File: config.mk
export PLATFORM = sky130hd
export DESIGN_NAME = slave_fifo_arbiter
export DESIGN_NICKNAME = d
export VERILOG_FILES = /design/src/rtl/redirector_pkg.sv /design/src/rtl/rr_arbiter_2.sv /design/src/rtl/slave_fifo_arbiter.sv
export SDC_FILE = /design/constraint.sdc
export NUM_CORES = 1
export LEC_CHECK = 0
export ABC_AREA = 1
export CAP_MARGIN = 0
export CELL_PAD_IN_SITES_DETAIL_PLACEMENT = 0
export CELL_PAD_IN_SITES_GLOBAL_PLACEMENT = 1
export CORE_MARGIN = 1.5
export CORE_UTILIZATION = 29
export DETAILED_ROUTE_END_ITERATION = 10
export HOLD_SLACK_MARGIN = 0.12
export PLACE_DENSITY_LB_ADDON = 0.1
export SETUP_SLACK_MARGIN = 0.15
export SYNTH_ARGS = -nofsm -noshare
export SYNTH_HDL_FRONTEND = slang
export SYNTH_SLANG_ARGS = --single-unit
File: constraint.sdc
create_clock -name CLK -period 1.75 [get_ports CLK]
set_clock_uncertainty 0.05 [all_clocks]
set_input_delay 0.2625 -clock CLK [delete_from_list [all_inputs] [get_ports CLK]]
set_output_delay 0.2625 -clock CLK [all_outputs]
set_load 0.03 [all_outputs]
File: src/rtl/redirector_pkg.sv
// Shared definitions for the slave-FIFO redirector: FSM states and the
// default header tag / endpoint address.
package redirector_pkg;

  typedef enum logic [1:0] {
    IDLE   = 2'd0,
    HDR    = 2'd1,
    DATA   = 2'd2,
    COMMIT = 2'd3
  } state_t;

  localparam logic [7:0] DEF_HDR_TAG = 8'hA5;
  localparam logic [1:0] DEF_EP_ADDR = 2'b10;

endpackage

File: src/rtl/rr_arbiter_2.sv
// Two-way round-robin grant: the source served last loses a tie.
// Purely combinational; grant is all-zero unless update is high.
module rr_arbiter_2 (
  input  logic [1:0] req,
  input  logic       last,
  input  logic       update,
  output logic [1:0] grant
);

  always_comb begin
    grant = 2'b00;
    if (update) begin
      if (req == 2'b11) grant = last ? 2'b01 : 2'b10;
      else              grant = req;
    end
  end

endmodule

File: src/rtl/slave_fifo_arbiter.sv
// Arbitrates two message FIFOs onto a Cypress slave-FIFO IN endpoint: header word,
// MSG_WORDS payload words, then PKTEND. Writes stall while FLAG_FULL is low (full).
module slave_fifo_arbiter
  import redirector_pkg::*;
#(
  parameter int         MSG_WORDS = 8,
  parameter logic [1:0] EP_ADDR   = DEF_EP_ADDR,
  parameter logic [7:0] HDR_TAG   = DEF_HDR_TAG
) (
  input  logic        CLK,
  input  logic        RST,
  input  logic        ENABLE,
  input  logic [1:0]  GOT_FULL_MSG,
  input  logic [15:0] FIFO_Q0,
  input  logic [15:0] FIFO_Q1,
  output logic [1:0]  RD_REQ,
  input  logic        FLAG_FULL,
  output logic [15:0] FD_OUT,
  output logic        FD_OE,
  output logic        SLWR,
  output logic        SLRD,
  output logic        SLOE,
  output logic [1:0]  FIFOADR,
  output logic        PKTEND,
  output logic [1:0]  GRANT,
  output logic        BUSY
);

  localparam logic [7:0] LAST_IDX = 8'(MSG_WORDS - 1);

  state_t      state, state_nxt;
  logic [7:0]  cnt, cnt_nxt;
  logic        last, last_nxt;
  logic [1:0]  grant_q, grant_nxt;
  logic [15:0] fd_q, fd_nxt;
  logic        slwr_q, slwr_nxt;
  logic        pktend_q, pktend_nxt;
  logic [1:0]  arb_grant;
  logic        src;
  logic        wr;

  assign src = grant_q[1];
  assign wr  = ((state == HDR) || (state == DATA)) && FLAG_FULL;

  rr_arbiter_2 u_rr (
    .req    (GOT_FULL_MSG),
    .last   (last),
    .update ((state == IDLE) && ENABLE),
    .grant  (arb_grant)
  );

  always_comb begin
    state_nxt  = state;
    cnt_nxt    = cnt;
    last_nxt   = last;
    grant_nxt  = grant_q;
    fd_nxt     = fd_q;
    slwr_nxt   = 1'b1;
    pktend_nxt = 1'b1;
    case (state)
      IDLE: begin
        if (arb_grant != 2'b00) begin
          grant_nxt = arb_grant;
          state_nxt = HDR;
        end
      end
      HDR: begin
        if (wr) begin
          fd_nxt    = {HDR_TAG, 7'b0, src};
          slwr_nxt  = 1'b0;
          state_nxt = DATA;
        end
      end
      DATA: begin
        if (wr) begin
          fd_nxt   = src ? FIFO_Q1 : FIFO_Q0;
          slwr_nxt = 1'b0;
          if (cnt == LAST_IDX) begin
            cnt_nxt   = 8'd0;
            state_nxt = COMMIT;
          end else begin
            cnt_nxt = cnt + 8'd1;
          end
        end
      end
      COMMIT: begin
        pktend_nxt = 1'b0;
        last_nxt   = src;
        grant_nxt  = 2'b00;
        state_nxt  = IDLE;
      end
      default: state_nxt = IDLE;
    endcase
  end

  always_ff @(posedge CLK) begin
    if (RST) begin
      state    <= IDLE;
      cnt      <= 8'd0;
      last     <= 1'b1;
      grant_q  <= 2'b00;
      fd_q     <= 16'd0;
      slwr_q   <= 1'b1;
      pktend_q <= 1'b1;
    end else begin
      state    <= state_nxt;
      cnt      <= cnt_nxt;
      last     <= last_nxt;
      grant_q  <= grant_nxt;
      fd_q     <= fd_nxt;
      slwr_q   <= slwr_nxt;
      pktend_q <= pktend_nxt;
    end
  end

  // Read acknowledge is combinational so the show-ahead word advances on the same edge it is captured.
  assign RD_REQ  = (state == DATA && wr && !RST) ? (src ? 2'b10 : 2'b01) : 2'b00;
  assign FD_OUT  = fd_q;
  assign SLWR    = slwr_q;
  assign PKTEND  = pktend_q;
  assign GRANT   = grant_q;
  assign BUSY    = (state != IDLE);
  assign FD_OE   = BUSY;
  assign SLRD    = 1'b1;
  assign SLOE    = 1'b1;
  assign FIFOADR = EP_ADDR;

endmodule

# Word level (Yosys, flattened, before mapping)
# Cells that the tools add are included.
[op_classes] eq_ne=9 n_reduce_logical=17 n_shift=0 bitwise=1 mul=0 order_cmp=0 addsub=1 div=0 n_mux=19
[ops] cell="$mux W16" count=3
[ops] cell="$pmux W16 S2" count=1
[ops] cell="$mux W2" count=10
[ops] cell="$add A8 B1 Y8 const B" count=1
[ops] cell="$eq A8 B3 Y1 const B" count=1
[ops] cell="$mux W8" count=1
[ops] cell="$pmux W2 S4" count=1
[ops] cell="$reduce_bool A2 Y1" count=4
[ops] cell="$eq A2 B2 Y1 const B" count=3
[ops] cell="$logic_and A1 B1 Y1" count=4
[ops] cell="$ne A2 B1 Y1 const B" count=2
[ops] cell="$ne A2 B2 Y1 const B" count=2
[ops] cell="$pmux W2 S2" count=1
[ops] cell="$reduce_and A2 Y1" count=2
[ops] cell="$reduce_and A4 Y1" count=1
[ops] cell="$reduce_or A2 Y1" count=2
[ops] cell="$reduce_and A3 Y1" count=1
[ops] cell="$eq A2 B1 Y1 const B" count=1
[ops] cell="$logic_not A2 Y1" count=1
[ops] cell="$mux W1" count=2
[ops] cell="$logic_not A1 Y1" count=1
[ops] cell="$logic_or A1 B1 Y1" count=1
[ops] cell="$not A1 Y1" count=1
[totals] in_bits=38 latch_bits=0 reg_bits=31 romBits=0 output_inout_bits=28 elab_cells=54 mem_count=0 ramBits=0

# Logic depth before layout (Yosys ltp)
[logic_depth] depth_word=6 ltp_mapped=10 ltp_nobuf=10

# By module
# A second synthesis with hierarchy kept.
[unflattened] cells_unflattened=248 hier_area_um2=1669.1
[by_module_without_submodules] mod="slave_fifo_arbiter" area_per_inst_um2=1647.8 n_inst=1 seq_area_each_um2=620.6 cells_per_inst=243
[by_module_without_submodules] mod="rr_arbiter_2" area_per_inst_um2=21.3 n_inst=1 seq_area_each_um2=0.0 cells_per_inst=5

# Least setup slack after synthesis
# Ideal clock, no wire load.
[synth_path] path_kind="register to output" from="reg grant_q[1], in the netlist GRANT[1]" to="out RD_REQ[1]" setup_slack_ns=-0.210 n_path_buf=2 t_required_ns=1.437 arrival_time_ns=1.647 stages_incl_launch_ff=5 cell_sequence="dfxtp_1 > buf_2 > inv_2 > buf_2 > nor3_1"
[synth_via] elab_chain_cells=2
[synth_lines] item="start, declared" line_no="slave_fifo_arbiter.sv:34" source="logic [1:0] grant_q, grant_nxt;"
[synth_lines] item="start signal, assigned" line_no="slave_fifo_arbiter.sv:109" source="grant_q <= grant_nxt;"
[synth_lines] item="$mux W2 (2 in series)" line_no="slave_fifo_arbiter.sv:117" source="assign RD_REQ = (state == DATA && wr && !RST) ? (src ? 2'b10 : 2'b01) : 2'b00;"
[synth_lines] item="end, declared" line_no="slave_fifo_arbiter.sv:16" source="output logic [1:0] RD_REQ,"
# Every way passes these cells.

# Worst setup path after layout
[layout_path] from="reg state[1]" to="reg fd_q[2], in the netlist FD_OUT[2]"
[layout_via] elab_chain_cells=5 elab_cells_between_ends=9 classes_between="eq/ne (4); mux (1); reduce/logical (4)"
[layout_lines] item="start, declared" line_no="slave_fifo_arbiter.sv:31" source="state_t state, state_nxt;"
[layout_lines] item="start signal, assigned" line_no="slave_fifo_arbiter.sv:106" source="state <= state_nxt;"
[layout_lines] item="$eq A2 B1 Y1 / $eq A2 B2 Y1 (equally long branches)" line_no="slave_fifo_arbiter.sv:43, slave_fifo_arbiter.sv:60"
[layout_lines] item="$logic_or A1 B1 Y1" line_no="slave_fifo_arbiter.sv:43" source="assign wr = ((state == HDR) || (state == DATA)) && FLAG_FULL;"
[layout_lines] item="$logic_and A1 B1 Y1" line_no="slave_fifo_arbiter.sv:43"
[layout_lines] item="$ne A2 B2 Y1 (no source line)"
[layout_lines] item="$reduce_and A3 Y1 (no source line)"
[layout_lines] item="end signal, assigned" line_no="slave_fifo_arbiter.sv:110" source="fd_q <= fd_nxt;"
[layout_lines] item="end, declared" line_no="slave_fifo_arbiter.sv:35" source="logic [15:0] fd_q, fd_nxt;"
# Several ways; a longest one is shown, not always the timed one.
# A chain may end at the register's enable or synchronous reset.

==> summary.md <==
| Metric | Value |
|---|---|
| Setup WS post-layout | 0.172 ns |
| Clock Path Buffers | 2 |
| Clock Pin Slew Worst Setup and Hold Paths | 0.06 ns |
| Synth-to-Final Area Change | 52.9% |
| Peak Freq | approximately 630 MHz |
| RSZ-0062 raised after global routing | true |
| Most common cell in the netlist | nor2_1 |
| Util after Layout | 0.458 |
| Yosys warns | 0 |
| Final nets | roughly 340 |
| FFs w/ async S/R, synth | 0 |
| Post-route ant nets | 0 |
| First-pass detailed-route iteration total | 3 |
| Final Instance Count excl. Fillers | roughly 370 |
| Post-CTS Hold Fix Bufs | 0 |
| Total CTS buffers | 5 |
| CTS tree | done |
| Place WS | -0.0593 ns |
| Hold Fails Final Rpt | 0 |
| Grt total ovfl | 0 |
| Synth Flop Type | dfxtp_1 |
| Die Y | 78.2 µm |
| Overall Global Routing Usage | 0.154 |
| CP startpoint kind | flop |
| CP Capture Type | flop |
| Slew Viols, Final | 0 |
| Final GP Congestion | ~0.74 |
| # rows | 27 |
| First-pass GRT wire length | 7.36 mm |
| Crit path kind | flop to flop |
| Fraction of layout cells with a size suffix above 1 | 0.146 |
| Yosys cell types | 26 |
| # diodes | 0 |
| PortBufs | 61 |
| Initial Utilization | 0.299 |
| Inst Count DP | 356 |
| DPL Wire Length | 3.15 mm |
| Share of the synthesized area in the top cell type | 0.379 |
| Final worst-path cycle share | 0.902 |
| Avg WL per Cell | 12.6 µm |
| Via density per instance | 4.54 |
| Setup violations, final | 0 |
| # IOs | 66 |
| Most instantiated cells after synthesis | 39 x nor2_1, 33 x nand2_1, 31 x dfxtp_1 |
| Antenna violations before repair | 0 |
| Largest net degree at the start of global routing | 30 |
| Worst reg2reg startpoint | state[1]$_SDFFE_PP0P_ |
| CORE AREA | around 0.0055 mm² |
| Worst reg2reg path depth | 7 |
| Clock latency on the worst-skew pair | 0.28 ns |
| RR Endpoint | FD_OUT[2]$_SDFFE_PP0P_ |
| Top post-synthesis cells by area | dfxtp_1 38%, o21ai_0 9.2%, nor2_1 8.9% |
| Hold endpoint | SLWR$_SDFF_PP1_ |
| Design Area, Final | ~0.0025 mm² |
| Status | finished, final reports clean |
| Cells after synthesis | 227 |
| Synth Register Bits | 31 |
| WP data required | approximately 1.9 ns |
| Clk root buf | clkbuf_8 |
| Die ar. | between 0.006 and 0.007 mm² |
| Post-synth EDFFs | 0 |
| Post-synthesis cell area | around 0.0016 mm² |
| Vias | ~1700 |
| Worst ir drop on vdd | around 660 µV |
| Sink Count | 31 |
| DRC violations left | 0 |
| Max-Cap Viols | 0 |
| CTS H-Tree Depth | 2 |
| Worst Path Max Fanout | 7 |
| Drt total wl | 4.62 mm |
| Worst Hold Class | input port to flop |
| Min-delay src | FLAG_FULL |
| Placed Instance Area | 0.00231 mm² |
| Hold_ws | 0.284 ns |
| DRT iter0 DRCs | between 40 and 50 |
| Static Leak | 1.20 nW |
| Sequential area share after synthesis | 0.379 |
| Hold path depth | 2 |
| Vias in the first global route | 1622 |
| Syn_area_per_cell | 7.22 µm² |
| Reg-to-reg setup timing slack | around 0.17 ns |
| Die width | 78.2 µm |
| Minimum clock period | 1.58 ns |
| Yosys top cell by area | dfxtp_1 |
| P per Cell Area | between 1500 and 2000 mW/mm² |
| Crit path DAT | 1.70 ns |
-- per-stage QoR --
step,TNS [ns],total power [W]
CTS,0,0.00356
floorplan,0,0.00245
detailed placement,-0.465,0.00307
global route,0,0.00416
global placement,-0.290,0.00307
finish,0,0.00387
-- cells in the final DEF (no fill, tap or decap), types with 2 or more instances in the layout --
cell type,count
nor2_1,39
clkdlybuf4s50_1,37
nand2_1,33
o21ai_0,29
dfxtp_1,28
nand3_1,15
dlygate4sd2_1,14
buf_4,14
inv_1,13
a21oi_1,10
o211a_1,9
inv_2,5
clkbuf_8,5
dlymetal6s2s_1,5
nand4_1,4
ha_1,4
conb_1,4
nand2_2,2
nor2_2,2
xor2_1,2
clkbuf_16,2
buf_6,2
dfxtp_4,2
-- routing by layer --
| metal | track usage | share of wire |
|---|---|---|
| met3 | 0.0570 | 0.071 |
| met4 | 0.0625 | 0.020 |
| met1 | 0.185 | 0.44 |
| met5 | 0 | 0 |
| met2 | 0.249 | 0.46 |
-- what timing repair did --
| action | in CTS | in global routing |
|---|---|---|
| hold endpoints to repair | 0 | 0 |
| gates resized for setup | 21 | 16 |
| gates cloned | 0 | 2 |
| endpoints found under the setup margin | 39 | 23 |
| buffers inserted | 1 | 1 |
-- kinds of logic after synthesis --
| logic type | share of synthesized area |
|---|---|
| simple gates | 0.262 |
| compound gates | 0.191 |
| buf+inv | 0.115 |
| flops | 0.379 |
| fa+ha+maj | 0.0382 |
| xor+xnor | 0.0107 |
| other cells | 0.00458 |
-- cell type report --
class | count | area (µm²)
Timing Repair Buffer | 75 | 753
Clock buffer | 6 | 72.6
Sequential cell | 31 | 629
Fill cell | 597 | 2970
Inverter | 19 | 73.8
Multi-Input combinational cell | 163 | 887
Tap cell | 72 | 90.1
-- critical path, stage by stage (launching register included) --
cell and delay [ns]:
dfxtp_4 0.37, inv_1 0.06, ha_1 0.30, inv_2 0.07
a21oi_4 0.23, clkbuf_16 0.20, o21ai_0 0.08, o211a_1 0.11
-- registers in the layout, summed over array words and instances, names as in the netlist --
signal / flops
state: 2
last: 1
GRANT: 2
FD_OUT: 16
PKTEND: 1
SLWR: 1
cnt: 8
-- how the worst max path moves through the flow --
stage                     startpoint                 endpoint  depth (start not counted)
5_1_grt        state[1]$_SDFFE_PP0P_   FD_OUT[8]$_SDFFE_PP0P_                          8
3_3_place_gp               FLAG_FULL  FD_OUT[15]$_SDFFE_PP0P_                          9
4_1_cts                          RST                RD_REQ[1]                          3
3_5_place_dp               FLAG_FULL  FD_OUT[15]$_SDFFE_PP0P_                          9
6_report       state[1]$_SDFFE_PP0P_   FD_OUT[2]$_SDFFE_PP0P_                          7
2_1_floorplan  GRANT[1]$_SDFFE_PP0P_                RD_REQ[1]                          4
-- report_power, final --
group	total, W	leakage [nW]	internal, W	switching, W
Sequential	0.00103	0.255	0.000921	0.000113
Combinational	0.00232	0.911	0.000989	0.00133
Clock	0.000512	0.0371	0.000264	0.000248
Power figures use the tool's default switching activity.
